<file path="src/rtl/radix_4_iter_stage.sv">
// radix_4_iter_stage: carry-save remainder update and on-the-fly quotient conversion for the radix-4 SRT divider
module radix_4_iter_stage #(
    parameter int WIDTH     = 32,
    parameter int ITN_WIDTH = WIDTH + 4,
    parameter int CNT_WIDTH = $clog2(WIDTH / 2 + 1)
) (
    input  logic                 clk,
    input  logic                 rst_n,
    input  logic                 start_valid_i,
    output logic                 start_ready_o,
    input  logic [ITN_WIDTH-1:0] dividend_i,
    input  logic [WIDTH-1:0]     divisor_i,
    input  logic [CNT_WIDTH-1:0] iter_num_i,
    input  logic [4:0]           quot_digit_i,
    output logic [ITN_WIDTH-1:0] rem_sum_o,
    output logic [ITN_WIDTH-1:0] rem_carry_o,
    output logic [WIDTH-1:0]     divisor_o,
    output logic [4:0]           prev_quot_digit_o,
    output logic                 iter_en_o,
    output logic                 finish_valid_o,
    input  logic                 finish_ready_i,
    output logic [WIDTH-1:0]     quot_o,
    output logic [WIDTH-1:0]     quot_m1_o,
    output logic                 digit_err_o
);
    typedef enum logic [1:0] {IDLE, ITER, DONE} state_t;
    state_t               r_state;
    logic [CNT_WIDTH-1:0] r_cnt;
    logic [ITN_WIDTH-1:0] r_sum, r_carry;
    logic [WIDTH-1:0]     r_div, r_q, r_qm;
    logic [4:0]           r_prev;
    logic                 r_err;
    logic                 w_legal;
    logic [4:0]           w_dig;
    logic [ITN_WIDTH-1:0] w_d, w_d2, w_add, w_s4, w_c4, w_csa_s, w_csa_m;
    logic [WIDTH-1:0]     w_q_nxt, w_qm_nxt;

    assign start_ready_o     = r_state == IDLE;
    assign iter_en_o         = r_state == ITER;
    assign finish_valid_o    = r_state == DONE;
    assign rem_sum_o         = r_sum;
    assign rem_carry_o       = r_carry;
    assign divisor_o         = r_div;
    assign prev_quot_digit_o = r_prev;
    assign quot_o            = r_q;
    assign quot_m1_o         = r_qm;
    assign digit_err_o       = r_err;

    // sanitise the digit, pick the addend and run the 3:2 compressor plus OTFC next values
    always_comb begin
        w_legal  = $onehot(quot_digit_i);
        w_dig    = w_legal ? quot_digit_i : 5'b00100;
        w_d      = {1'b0, r_div, 3'b000};
        w_d2     = {r_div, 4'b0000};
        w_add    = w_dig[0] ? w_d2 : w_dig[1] ? w_d : w_dig[3] ? ~w_d : w_dig[4] ? ~w_d2 : '0;
        w_s4     = {r_sum[ITN_WIDTH-3:0], 2'b00};
        w_c4     = {r_carry[ITN_WIDTH-3:0], 2'b00};
        w_csa_s  = w_s4 ^ w_c4 ^ w_add;
        w_csa_m  = (w_s4 & w_c4) | (w_s4 & w_add) | (w_c4 & w_add);
        w_q_nxt  = w_dig[0] ? {r_qm[WIDTH-3:0], 2'b10} : w_dig[1] ? {r_qm[WIDTH-3:0], 2'b11} :
                   w_dig[2] ? {r_q[WIDTH-3:0], 2'b00}  : w_dig[3] ? {r_q[WIDTH-3:0], 2'b01}  :
                   {r_q[WIDTH-3:0], 2'b10};
        w_qm_nxt = w_dig[0] ? {r_qm[WIDTH-3:0], 2'b01} : w_dig[1] ? {r_qm[WIDTH-3:0], 2'b10} :
                   w_dig[2] ? {r_qm[WIDTH-3:0], 2'b11} : w_dig[3] ? {r_q[WIDTH-3:0], 2'b00}  :
                   {r_q[WIDTH-3:0], 2'b01};
    end

    // control FSM with remainder, quotient and error state updated alongside
    always_ff @(posedge clk or negedge rst_n) begin
        if (!rst_n) begin
            r_state <= IDLE;
            r_cnt   <= '0;
            r_sum   <= '0;
            r_carry <= '0;
            r_div   <= '0;
            r_q     <= '0;
            r_qm    <= '0;
            r_prev  <= 5'b00100;
            r_err   <= 1'b0;
        end else begin
            case (r_state)
                IDLE: if (start_valid_i) begin
                    r_sum   <= dividend_i;
                    r_carry <= '0;
                    r_div   <= divisor_i;
                    r_q     <= '0;
                    r_qm    <= '0;
                    r_prev  <= 5'b00100;
                    r_cnt   <= iter_num_i;
                    r_err   <= 1'b0;
                    r_state <= (iter_num_i == '0) ? DONE : ITER;
                end
                ITER: begin
                    r_sum   <= w_csa_s;
                    r_carry <= {w_csa_m[ITN_WIDTH-2:0], w_dig[3] | w_dig[4]};
                    r_q     <= w_q_nxt;
                    r_qm    <= w_qm_nxt;
                    r_prev  <= w_dig;
                    r_cnt   <= r_cnt - 1'b1;
                    r_err   <= r_err | ~w_legal;
                    if (r_cnt == CNT_WIDTH'(1)) r_state <= DONE;
                end
                DONE: if (finish_ready_i) r_state <= IDLE;
                default: r_state <= IDLE;
            endcase
        end
    end
endmodule
</file>
<file path="config.mk">
export PLATFORM = sky130hd
export DESIGN_NAME = radix_4_iter_stage
export DESIGN_NICKNAME = d
export VERILOG_FILES = /design/src/rtl/radix_4_iter_stage.sv
export SDC_FILE = /design/constraint.sdc
export NUM_CORES = 1
export LEC_CHECK = 0
export ABC_AREA = 1
export CAP_MARGIN = 20
export CORE_ASPECT_RATIO = 0.6
export CORE_MARGIN = 2
export CORE_UTILIZATION = 40
export DETAILED_ROUTE_END_ITERATION = 6
export GPL_ROUTABILITY_DRIVEN = 0
export PLACE_DENSITY = 0.68
export SLEW_MARGIN = 20
export SYNTH_ARGS = -nofsm -noshare
export SYNTH_HDL_FRONTEND = slang
export SYNTH_SLANG_ARGS = --single-unit
</file>
<file path="constraint.sdc">
create_clock -name clk -period 1.8 [get_ports clk]
set_input_delay 0.27 -clock clk [delete_from_list [all_inputs] [get_ports clk]]
set_output_delay 0.27 -clock clk [all_outputs]
set_load 0.02 [all_outputs]
</file>
==> Yosys cells after proc, flatten, opt, wreduce, memory -nomap -nowiden <==
Cells that the tools add are included.
{ "totals": {"ff_bits": 181, "input_bits": 82, "out_inout_bits": 177, "wordCells": 70} }
{ "classes": {"addsub": 5, "n_eq_ne": 7, "mux": 31, "bitwise_logic": 12, "reduce_logical": 6} }
{ "ops": {"columns": ["operator", "n"], "rows": [
  ["$mux 36", 6],
  ["$mux 32", 6],
  ["$pmux 36 s2", 2],
  ["$pmux 32 s2", 2],
  ["$and 35x35->35", 3],
  ["$xor 36x36->36", 2],
  ["$or 35x35->35", 2],
  ["$not 35->36", 1],
  ["$not 36->36", 1],
  ["$pmux 5 s2", 2],
  ["$mux 5", 3],
  ["$mux 2", 6],
  ["$pmux 2 s3", 1],
  ["$eq 5x1->1 const B", 1],
  ["$logic_not 5->1", 1],
  ["$sub 5x1->5 const B", 1],
  ["$add 1x1->2", 2],
  ["$ne 2x1->1 const B", 2],
  ["$reduce_and 2->1", 2],
  ["$add 2x2->3", 1],
  ["$add 3x1->3", 1],
  ["$eq 3x1->1 const B", 1],
  ["$reduce_and 3->1", 1],
  ["$eq 2x1->1 const B", 1],
  ["other kinds (8)", 10]
]} }

==> Depth between registers and ports, before layout <==
Gate-level depths: netlist of the first run.
{ "depth": {"depth_word": 13, "depth_mapped": 16} }

==> Worst setup path before layout of the first run <==
OpenSTA, ideal clock, no wires.
{ "synth_path": {"path_kind": "input to register", "start": "input quot_digit_i[1]", "end": "register r_sum[16], in the netlist rem_sum_o[16]", "setup_time_ns": 0.092, "arrival_ns": 3.084, "slack_ns": -1.375, "path_stages": 15, "n_path_buf": 1, "cell_sequence": "inv_1 fa_1 fa_1 inv_1 ha_1 nor2_4 nand2_4 nor2_1 inv_2 clkbuf_1 nor2_1 a31oi_1 fa_1 nor2_1 o31ai_2"} }
{ "synth_between": {"elab_chain_len": 11} }
{ "synth_lines": {"columns": ["item", "line", "text"], "rows": [
  ["start, declared", "14", "input logic [4:0] quot_digit_i,"],
  ["$add 1x1->2 (implied by the code)", "51", "w_legal = $onehot(quot_digit_i);"],
  ["$add 2x2->3 (implied by the code)", "51", null],
  ["$add 3x1->3 (implied by the code)", "51", null],
  ["$eq 3x1->1", "51", null],
  ["$mux 5 *", "52", "w_dig = w_legal ? quot_digit_i : 5'b00100;"],
  ["$mux 36 (3 in a row)", "55", "w_add = w_dig[0] ? w_d2 : w_dig[1] ? w_d : w_dig[3] ? ~w_d : w_dig[4] ? ~w_d2 : '0;"],
  ["$mux 36 *", "55", null],
  ["$xor 36x36->36 *", "58", "w_csa_s = w_s4 ^ w_c4 ^ w_add;"],
  ["$pmux 36 s2 *", "81", "case (r_state)"],
  ["end signal, assigned", "83", "r_sum <= dividend_i;"],
  ["end signal, assigned", "94", "r_sum <= w_csa_s;"],
  ["end, declared", "29", "logic [ITN_WIDTH-1:0] r_sum, r_carry;"]
]} }
Mark *: on every way between the ends. The rest lies on a longest branch, timed or not.
A chain may end at the register's enable or synchronous reset.

==> Final worst setup path of the first run <==
{ "layout_path": {"start": "input quot_digit_i[3]", "end": "register r_sum[20], in the netlist rem_sum_o[20]"} }
The elaborated chain is that of the path after synthesis.

==> results of run 1 <==
[cells in the mapped netlist (2+ instances only)]
library cell	number
sky130_fd_sc_hd__a21oi_1	69
sky130_fd_sc_hd__o31ai_1	23
sky130_fd_sc_hd__nor2_4	6
sky130_fd_sc_hd__a22o_1	32
sky130_fd_sc_hd__buf_4	9
sky130_fd_sc_hd__o21ai_1	24
sky130_fd_sc_hd__inv_1	114
sky130_fd_sc_hd__fa_1	33
sky130_fd_sc_hd__ha_1	5
sky130_fd_sc_hd__o21ai_0	113
sky130_fd_sc_hd__nand2_2	3
sky130_fd_sc_hd__o31ai_2	10
sky130_fd_sc_hd__nand3_1	38
sky130_fd_sc_hd__inv_2	5
sky130_fd_sc_hd__o22ai_1	2
sky130_fd_sc_hd__nand2_4	2
sky130_fd_sc_hd__dfrtp_1	178
sky130_fd_sc_hd__o211ai_1	2
sky130_fd_sc_hd__buf_2	38
sky130_fd_sc_hd__a31oi_1	31
sky130_fd_sc_hd__buf_6	2
sky130_fd_sc_hd__nor2_1	134
sky130_fd_sc_hd__nand2_1	214
sky130_fd_sc_hd__clkbuf_1	27
[routing by layer]
metal	GRT usage	share of wire	up-vias
li1	-	-	4306
met1	0.397	0.46	4532
met2	0.371	0.43	444
met3	0.0649	0.085	38
met4	0.0707	0.017	0
met5	0	0	-
[worst reg2reg max path, cell delays in order (launching register included)]
cell and delay (ns):
sky130_fd_sc_hd__dfrtp_1 0.49, sky130_fd_sc_hd__inv_1 0.10, sky130_fd_sc_hd__nand2_1 0.07, sky130_fd_sc_hd__o21ai_1 0.09, sky130_fd_sc_hd__nand2_4 0.08, sky130_fd_sc_hd__a31oi_4 0.09
sky130_fd_sc_hd__fa_2 0.55, sky130_fd_sc_hd__nor2_2 0.04, sky130_fd_sc_hd__o31ai_2 0.25
[worst min path at each step]
stage               startpoint                   endpoint  cells after the start
2_1_floorplan            rst_n    digit_err_o$_DFFE_PN0P_                      0
3_3_place_gp             rst_n  divisor_o[21]$_DFFE_PN0P_                      1
3_5_place_dp             rst_n  divisor_o[21]$_DFFE_PN0P_                      1
4_1_cts        quot_digit_i[3]      quot_o[1]$_DFFE_PN0P_                      3
5_1_grt        quot_digit_i[3]      quot_o[1]$_DFFE_PN0P_                      3
6_report       quot_digit_i[3]      quot_o[1]$_DFFE_PN0P_                      3
[sequential cells by signal, indices dropped and copies added (netlist names)]
signal and count:
rem_carry_o 34, quot_o 32, divisor_o 32, r_state 2
digit_err_o 1, prev_quot_digit_o 5, r_cnt 5, rem_sum_o 36
quot_m1_o 32
[cells by family (layout without fill, tap and decap cells)]
| logic type | after synthesis | count (layout) | synth area share |
|---|---|---|---|
| buffers and inverters | 197 | 495 | 0.0876 |
| xor gates and xnor gates | 2 | 2 | 0.00183 |
| DFF | 179 | 179 | 0.467 |
| other | 1 | 2 | 0.000391 |
| and+or+nand+nor | 399 | 399 | 0.169 |
| muxes | 1 | 1 | 0.00117 |
| AOI/OAI and AO/OA | 314 | 314 | 0.198 |
| adders and majority gates | 38 | 38 | 0.0753 |
[cell type report]
class,instances,share of cell area
Clock inverter,8,0.00692
Tap cell,315,0.0269
Inverter,120,0.0333
Timing Repair inverter,1,0.000598
Multi-Input combinational cell,756,0.334
Sequential cell,179,0.306
Timing Repair Buffer,343,0.259
Clock buffer,23,0.0333
[power by group]
part / internal [mW] / switching (mW) / total (mW)
registers: 5.72 / 1.92 / 7.64
clock network: 2.18 / 1.64 / 3.82
logic: 6.15 / 8.58 / 14.7
[per-stage QoR]
stage | worst slack, ns | area [sq um] | setup TNS, ns | hold WS [ns]
final | -1.25 | 14600 | -118.20 | 0.206
after global routing | -1.34 | 14600 | -130.29 | 0.200
after CTS | -1.13 | 14200 | -105.49 | 0.191
after detailed placement | -2.24 | 13100 | -239.83 | 0.211
after global placement | -2.13 | 13100 | -228.98 | 0.208
after floorplan | -1.33 | 9910 | -115.99 | -0.0256
[repair_timing]
item	in CTS	in global routing
pin swaps	41	21
hold buffers	1	0
gates resized for setup	153	90
endpoints found under the hold margin	30	0
buffers inserted	12	5
gates cloned	7	4
setup endpoints to repair	193	181
==> report_table.html, run 1 <==
<table>
<tr><th>Metric</th><th>Value</th></tr>
<tr><th colspan="2">Status</th></tr>
<tr><td>Result of the run</td><td>finished with violations</td></tr>
<tr><td>Violated checks</td><td>negative setup slack</td></tr>
<tr><th colspan="2">Synthesis</th></tr>
<tr><td>Cell area after technology mapping</td><td>about 9600 sq um</td></tr>
<tr><td>Sequential area share after synthesis</td><td>0.467</td></tr>
<tr><td>Synth unique cells</td><td>41</td></tr>
<tr><td>Most used flip-flop cell after synthesis</td><td>sky130_fd_sc_hd__dfrtp_1</td></tr>
<tr><td>Post-synthesis cell type with the largest combined area</td><td>sky130_fd_sc_hd__dfrtp_1</td></tr>
<tr><td>Top post-synthesis cells by area</td><td>sky130_fd_sc_hd__dfrtp_1, sky130_fd_sc_hd__nand2_1, sky130_fd_sc_hd__fa_1</td></tr>
<tr><td>Number of enable-type register cells in the synthesized netlist</td><td>0</td></tr>
<tr><td>Ys Warns</td><td>0</td></tr>
<tr><td>Syn Area/Cell</td><td>roughly 8.5 sq um</td></tr>
<tr><td>Cells after synthesis</td><td>between 1000 and 1500</td></tr>
<tr><td>Post-synthesis async set-or-reset flop share</td><td>1.00</td></tr>
<tr><td>Number of flip-flops and latches in the synthesized netlist</td><td>~180</td></tr>
<tr><td>Area share of the largest cell type after synthesis</td><td>0.464</td></tr>
<tr><th colspan="2">CTS</th></tr>
<tr><td>Root buffer cell</td><td>sky130_fd_sc_hd__clkbuf_16</td></tr>
<tr><td>Clock buffer count from CTS</td><td>17</td></tr>
<tr><td>Depth of the CTS H-tree</td><td>4</td></tr>
<tr><td>Clock-pin slew of the registers on the worst-case setup and hold paths</td><td>roughly 0.07 ns</td></tr>
<tr><td>Clock tree from TritonCTS</td><td>yes</td></tr>
<tr><td>Maximum number of buffers from clock root to sink</td><td>2</td></tr>
<tr><td>Total clock sinks</td><td>179</td></tr>
<tr><td>Clock insertion delay at the later pin of the skew report</td><td>about 0.44 ns</td></tr>
<tr><th colspan="2">Critical path</th></tr>
<tr><td>R2R Setup Slk</td><td>-0.05 ns</td></tr>
<tr><td>Critical Path Most Common Cell</td><td>sky130_fd_sc_hd__nor2_4</td></tr>
<tr><td>Data arrival time of the critical path</td><td>~3.4 ns</td></tr>
<tr><td>CP Launch Point</td><td>quot_digit_i[3]</td></tr>
<tr><td>Endpoint of the worst register-to-register path</td><td>rem_sum_o[22]$_DFFE_PN0P_</td></tr>
<tr><td>Worst-path cell with the longest stage delay</td><td>sky130_fd_sc_hd__fa_2</td></tr>
<tr><td>Top cell family by delay on the critical path</td><td>adder cells</td></tr>
<tr><td>Levels on crit path</td><td>17</td></tr>
<tr><td>Required time of the critical path</td><td>~2.2 ns</td></tr>
<tr><td>CP bufs+invs</td><td>6</td></tr>
<tr><td>Startpoint kind of the worst setup timing path</td><td>primary input</td></tr>
<tr><td>Worst-path maximum fanout</td><td>16</td></tr>
<tr><td>Launch point of the worst reg-to-reg path</td><td>divisor_o[18]$_DFFE_PN0P_</td></tr>
<tr><td>Endpoint type of the worst setup path</td><td>flip-flop</td></tr>
<tr><td>Worst Reg2Reg Path Length in Cells</td><td>8</td></tr>
<tr><td>Setup CP Type</td><td>in -&gt; reg</td></tr>
<tr><td>Worst-path cell chain</td><td>buf_8 -&gt; inv_8 -&gt; fa_1 -&gt; fa_2 -&gt; inv_2 -&gt; ha_4 -&gt; nor2_4 -&gt; nand2_4 -&gt; buf_4 -&gt; nor2_4 -&gt; inv_8 -&gt; clkbuf_16 -&gt; nor2_4 -&gt; a31oi_4 -&gt; fa_2 -&gt; nor2_2 -&gt; o31ai_2</td></tr>
<tr><td>Worst path max stage delay</td><td>about 0.55 ns</td></tr>
<tr><td>Critical path destination</td><td>rem_sum_o[20]$_DFFE_PN0P_</td></tr>
<tr><th colspan="2">Route</th></tr>
<tr><td>Final Routed Wirelength</td><td>33.7 mm</td></tr>
<tr><td>Number of remaining DRC errors</td><td>0</td></tr>
<tr><td>Pre-antenna DRT Iters</td><td>5</td></tr>
<tr><td>Antenna Nets Post-Route</td><td>0</td></tr>
<tr><td>Routed len/inst</td><td>19.3 microns</td></tr>
<tr><td>Via density</td><td>5.34</td></tr>
<tr><td>Number of DRC violations after detailed-routing iteration 0</td><td>733</td></tr>
<tr><td>Count of vias placed by the detailed router</td><td>9320</td></tr>
<tr><th colspan="2">Final layout</th></tr>
<tr><td>Commonest non-fill, non-tap cell in the layout</td><td>sky130_fd_sc_hd__nand2_1</td></tr>
<tr><td>Non-filler instance count after layout</td><td>about 1700</td></tr>
<tr><td>Fin util</td><td>0.627</td></tr>
<tr><td>Fraction of layout cells with a size suffix above 1</td><td>0.201</td></tr>
<tr><td>N_diodes</td><td>0</td></tr>
<tr><td>Area Overhead vs Synth</td><td>52.5%</td></tr>
<tr><td>Total number of nets in the final design</td><td>1538</td></tr>
<tr><td>Footprint of the multi-input gates</td><td>4890 sq um</td></tr>
<tr><td>Footprint of the flip-flops and latches</td><td>approximately 4500 sq um</td></tr>
<tr><td>Layout filler cell count</td><td>1971</td></tr>
<tr><td>Commonest cells after routing, fill and taps aside</td><td>sky130_fd_sc_hd__nand2_1, sky130_fd_sc_hd__dfrtp_1, sky130_fd_sc_hd__clkdlybuf4s50_1, sky130_fd_sc_hd__inv_1, sky130_fd_sc_hd__nor2_1</td></tr>
<tr><th colspan="2">STA</th></tr>
<tr><td>Maximum clock skew at final layout</td><td>about 0.0083 ns</td></tr>
<tr><td>Period minus WS final</td><td>3.05 ns</td></tr>
<tr><td>Final worst-path setup slack</td><td>-1.25 ns</td></tr>
<tr><td>Max Transition Viols Final</td><td>0</td></tr>
<tr><td>Final hold violation count</td><td>0</td></tr>
<tr><td>Crit share post-route</td><td>1.69</td></tr>
<tr><td>Unrepaired setup endpoints after global routing</td><td>true</td></tr>
<tr><td>Maximum clock rate</td><td>328 MHz</td></tr>
<tr><td>Final setup fails</td><td>140</td></tr>
<tr><th colspan="2">Worst hold path</th></tr>
<tr><td>Path type of the worst min-delay path</td><td>in -&gt; reg</td></tr>
<tr><th colspan="2">Global routing</th></tr>
<tr><td>Via count of the first global-routing pass</td><td>approximately 9000</td></tr>
<tr><td>Total congestion overflow after global routing</td><td>0</td></tr>
<tr><td>Global-route wire length before repair</td><td>approximately 50 mm</td></tr>
<tr><td>Maximum number of pins on one net before global-route repair</td><td>66</td></tr>
<tr><td>Antenna violations before repair</td><td>0</td></tr>
<tr><td>Global-route usage over all layers</td><td>0.262</td></tr>
<tr><th colspan="2">Power</th></tr>
<tr><td>Overall power of the completed layout</td><td>about 26 mW</td></tr>
<tr><td>Static leakage</td><td>a little under 7 nW</td></tr>
<tr><td>Largest voltage drop on the vdd net</td><td>1280 uV</td></tr>
<tr><td>Pwr per Cell Area</td><td>between 1500 and 2000 nW/um^2</td></tr>
<tr><th colspan="2">Die</th></tr>
<tr><td>Die Y-Extent</td><td>approximately 120 microns</td></tr>
<tr><td>Core area</td><td>about 23000 sq um</td></tr>
<tr><td>Width of the chip</td><td>approximately 200 microns</td></tr>
<tr><td>Standard-cell row count</td><td>43</td></tr>
<tr><td>Starting utilization of the core area</td><td>0.411</td></tr>
<tr><td>Io pins</td><td>about 260</td></tr>
<tr><td>Area enclosed by the die boundary</td><td>about 25000 sq um</td></tr>
<tr><th colspan="2">Flow run</th></tr>
<tr><td>Number of maximum-capacitance violations</td><td>0</td></tr>
<tr><th colspan="2">Placed design</th></tr>
<tr><td>Port buffer count</td><td>256</td></tr>
<tr><td>Detail Placement HPWL</td><td>approximately 22 mm</td></tr>
<tr><td>Dpl cells</td><td>1687</td></tr>
</table>
No activity file was read; power rests on OpenSTA's default activity.
==> run 2: changes to the inputs <==
Settings changed: GPL_TIMING_DRIVEN set to 0.
Clock period 1.8 ns to 3.8 ns, I/O delays scaled along.
==> report_table.html, run 2 (synthesis gave the netlist of run 1 again) <==
<table>
<tr><th>Metric</th><th>Value</th></tr>
<tr><th colspan="2">Status</th></tr>
<tr><td>Result of the run</td><td>finished, final reports clean</td></tr>
<tr><th colspan="2">CTS</th></tr>
<tr><td>Clock-pin slew of the registers on the worst-case setup and hold paths</td><td>0.07 ns (about the same)</td></tr>
<tr><td>Maximum number of buffers from clock root to sink</td><td>2 (unchanged)</td></tr>
<tr><td>Total clock sinks</td><td>179 (unchanged)</td></tr>
<tr><td>Depth of the CTS H-tree</td><td>4 (unchanged)</td></tr>
<tr><td>Clock buffer count from CTS</td><td>17 (unchanged)</td></tr>
<tr><td>Root buffer cell</td><td>sky130_fd_sc_hd__clkbuf_16</td></tr>
<tr><td>Clock tree from TritonCTS</td><td>yes</td></tr>
<tr><td>Clock insertion delay at the later pin of the skew report</td><td>0.44 ns (about the same)</td></tr>
<tr><th colspan="2">Placed design</th></tr>
<tr><td>Port buffer count</td><td>256 (unchanged)</td></tr>
<tr><td>Cell area reported after detailed placement</td><td>12600 sq um (-3.5%)</td></tr>
<tr><td>Detail Placement HPWL</td><td>25.6 mm (+17%)</td></tr>
<tr><td>Dpl cells</td><td>1704 (+1.0%)</td></tr>
<tr><th colspan="2">Power</th></tr>
<tr><td>Comb power frac</td><td>0.548 (-0.014)</td></tr>
<tr><td>Net switching share of the total power</td><td>0.463 (about the same)</td></tr>
<tr><td>Pwr per Cell Area</td><td>909 nW/um^2 (-49%)</td></tr>
<tr><td>Static leakage</td><td>6.04 nW (-13%)</td></tr>
<tr><td>P_sw</td><td>5.67 mW (-53%)</td></tr>
<tr><td>Largest voltage drop on the vdd net</td><td>420 uV (-67%)</td></tr>
<tr><td>Internal power</td><td>6.57 mW (-53%)</td></tr>
<tr><td>Portion of total power attributed to sequential cells</td><td>0.293 (about the same)</td></tr>
<tr><td>Share of total power in the clock network</td><td>0.160 (+0.014)</td></tr>
<tr><th colspan="2">Final layout</th></tr>
<tr><td>Fraction of layout cells with a size suffix above 1</td><td>0.107 (-0.0949)</td></tr>
<tr><td>Non-filler instance count after layout</td><td>1745 (unchanged)</td></tr>
<tr><td>Commonest non-fill, non-tap cell in the layout</td><td>sky130_fd_sc_hd__clkdlybuf4s50_1</td></tr>
<tr><td>Area Overhead vs Synth</td><td>40.3%</td></tr>
<tr><td>Largest register FFs</td><td>36 (unchanged)</td></tr>
<tr><td>Commonest cells after routing, fill and taps aside</td><td>sky130_fd_sc_hd__clkdlybuf4s50_1, sky130_fd_sc_hd__nand2_1, sky130_fd_sc_hd__dfrtp_1, sky130_fd_sc_hd__nor2_1, sky130_fd_sc_hd__inv_1</td></tr>
<tr><td>Area of all placed cells without fillers</td><td>13500 sq um (-8.0%)</td></tr>
<tr><td>Layout filler cell count</td><td>2081 (+5.6%)</td></tr>
<tr><td>Total number of nets in the final design</td><td>1534 (-0.26%)</td></tr>
<tr><th colspan="2">STA</th></tr>
<tr><td>Max-slew headroom</td><td>0.544</td></tr>
<tr><td>Final hold violation count</td><td>0 (unchanged)</td></tr>
<tr><td>Period minus WS final</td><td>approximately 3.6 ns</td></tr>
<tr><td>Unrepaired setup endpoints after global routing</td><td>false</td></tr>
<tr><td>Crit share post-route</td><td>0.946</td></tr>
<tr><td>Maximum clock skew at final layout</td><td>0.0144 ns (+0.00606 ns)</td></tr>
<tr><td>Final setup fails</td><td>0 (-100%)</td></tr>
<tr><td>Maximum clock rate</td><td>~280 MHz</td></tr>
<tr><td>Tightest Pin Transition</td><td>0.684 ns</td></tr>
<tr><td>Max Transition Viols Final</td><td>0 (unchanged)</td></tr>
<tr><th colspan="2">Global routing</th></tr>
<tr><td>Global-route usage over all layers</td><td>0.275 (+0.0131)</td></tr>
<tr><td>Via count of the first global-routing pass</td><td>8778 (-2.9%)</td></tr>
<tr><td>Global-route wire length before repair</td><td>52.3 mm (+3.7%)</td></tr>
<tr><td>Total congestion overflow after global routing</td><td>0 (unchanged)</td></tr>
<tr><td>Antenna violations before repair</td><td>4 (+4)</td></tr>
<tr><td>Maximum number of pins on one net before global-route repair</td><td>95 (+44%)</td></tr>
<tr><th colspan="2">Critical path</th></tr>
<tr><td>Worst Reg2Reg Path Length in Cells</td><td>6 (-2)</td></tr>
<tr><td>R2R Setup Slk</td><td>1.83 ns (+1.88 ns)</td></tr>
<tr><td>Worst-path maximum fanout</td><td>7 (-9)</td></tr>
<tr><td>Required time of the critical path</td><td>4.10 ns (+1.94 ns)</td></tr>
<tr><td>Data arrival time of the critical path</td><td>3.90 ns (+0.50 ns)</td></tr>
<tr><td>Setup CP Type</td><td>in -&gt; reg</td></tr>
<tr><td>Launch point of the worst reg-to-reg path</td><td>r_state[0]$_DFFE_PN0P_</td></tr>
<tr><td>Startpoint kind of the worst setup timing path</td><td>primary input</td></tr>
<tr><td>Endpoint type of the worst setup path</td><td>flip-flop</td></tr>
<tr><td>Endpoint of the worst register-to-register path</td><td>quot_m1_o[15]$_DFFE_PN0P_</td></tr>
<tr><th colspan="2">Die</th></tr>
<tr><td>Width of the chip</td><td>204 microns (unchanged)</td></tr>
<tr><td>Core area</td><td>23300 sq um (unchanged)</td></tr>
<tr><td>Io pins</td><td>259 (unchanged)</td></tr>
<tr><td>Die Y-Extent</td><td>124 microns (unchanged)</td></tr>
<tr><td>Starting utilization of the core area</td><td>0.411 (unchanged)</td></tr>
<tr><td>Standard-cell row count</td><td>43 (unchanged)</td></tr>
<tr><td>Area enclosed by the die boundary</td><td>25300 sq um (unchanged)</td></tr>
<tr><th colspan="2">Route</th></tr>
<tr><td>Number of remaining DRC errors</td><td>0 (unchanged)</td></tr>
<tr><td>Count of vias placed by the detailed router</td><td>9393 (+0.78%)</td></tr>
<tr><td>Pre-antenna DRT Iters</td><td>7 (+2)</td></tr>
<tr><td>Final Routed Wirelength</td><td>34.0 mm (+1.1%)</td></tr>
<tr><td>Antenna Nets Post-Route</td><td>0 (unchanged)</td></tr>
<tr><td>Routed len/inst</td><td>19.5 microns (+1.1%)</td></tr>
<tr><td>Number of DRC violations after detailed-routing iteration 0</td><td>872 (+19%)</td></tr>
<tr><td>Via density</td><td>5.38 (+0.78%)</td></tr>
<tr><th colspan="2">Worst hold path</th></tr>
<tr><td>Path type of the worst min-delay path</td><td>in -&gt; async</td></tr>
<tr><th colspan="2">Flow run</th></tr>
<tr><td>Number of maximum-capacitance violations</td><td>0 (unchanged)</td></tr>
</table>
-- run 2: final cells by class --
class	count	area, sq um	area share
Sequential cell	179	4480	0.333
Antenna cell	3	7.51	0.000557
Multi-Input combinational cell	756	4440	0.329
Timing Repair Buffer	263	2640	0.196
Tap cell	315	394	0.0293
Clock inverter	12	178	0.0132
Buffer	77	418	0.0310
Clock buffer	20	467	0.0346
Inverter	120	455	0.0338
-- run 2: power by group through the flow --
stage / Clock (mW) / Combinational (mW) / Sequential, mW
floorplan: 0 / 2.85 / 4.28
global placement: 0 / 6.43 / 3.58
detailed placement: 0 / 6.52 / 3.59
CTS: 1.98 / 6.62 / 3.57
global route: 2.07 / 7.29 / 3.70
finish: 1.95 / 6.70 / 3.58
-- run 2: layer usage --
metal	vias up	GRT usage	wire length (microns)
li1	4298	-	-
met1	4602	0.441	16800
met2	451	0.361	13500
met3	40	0.0712	3180
met4	2	0.0652	548
met5	-	0	13
-- run 2: how the worst max path moves through the flow --
stage                                     end       startpoint  slack, ns
floorplan           rem_sum_o[16]$_DFFE_PN0P_  quot_digit_i[1]       0.32
global placement       quot_o[23]$_DFFE_PN0P_            rst_n      -5.69
detailed placement   rem_sum_o[5]$_DFFE_PN0P_  quot_digit_i[1]      -0.89
CTS                  rem_sum_o[5]$_DFFE_PN0P_  quot_digit_i[1]       0.06
global route        rem_sum_o[29]$_DFFE_PN0P_  quot_digit_i[0]       0.03
finish               rem_sum_o[5]$_DFFE_PN0P_  quot_digit_i[0]       0.21
-- run 2: worst max-delay path: stages --
cell and delay [ns]:
sky130_fd_sc_hd__dlygate4sd2_1 0.26, sky130_fd_sc_hd__inv_2 0.09, sky130_fd_sc_hd__fa_1 0.44, sky130_fd_sc_hd__fa_1 0.39
sky130_fd_sc_hd__inv_1 0.08, sky130_fd_sc_hd__ha_1 0.26, sky130_fd_sc_hd__nor2_4 0.17, sky130_fd_sc_hd__nand3_2 0.12
sky130_fd_sc_hd__nand2_2 0.10, sky130_fd_sc_hd__inv_1 0.08, sky130_fd_sc_hd__nor2_4 0.13, sky130_fd_sc_hd__buf_12 0.14
sky130_fd_sc_hd__buf_6 0.13, sky130_fd_sc_hd__nand2_1 0.09, sky130_fd_sc_hd__a31oi_4 0.18, sky130_fd_sc_hd__fa_1 0.45
sky130_fd_sc_hd__nor2_2 0.14, sky130_fd_sc_hd__o31ai_1 0.09
-- run 2: repair_timing --
action                                 in CTS  in global routing
endpoints found under the hold margin       0                  0
setup endpoints to repair                  61                 30
hold buffers                                0                  0
buffers inserted                            3                  1
gates resized for setup                    32                 24
cloned                                      2                  0
pin swaps                                   5                  3
-- run 2: metrics by stage --
stage / total power [mW] / hold WS (ns) / utilization / setup TNS, ns / worst slack [ns]
6_report: 12.2 / 0.113 / 0.577 / 0 / 0.207
5_1_grt: 13.1 / 0.171 / 0.577 / 0 / 0.0259
4_1_cts: 12.2 / 0.156 / 0.574 / 0 / 0.0557
3_5_place_dp: 10.1 / 0.465 / 0.539 / -43.37 / -0.890
3_3_place_gp: 10.0 / 0.469 / 0.538 / -1050.70 / -5.69
2_1_floorplan: 7.13 / 0.274 / - / 0 / 0.325
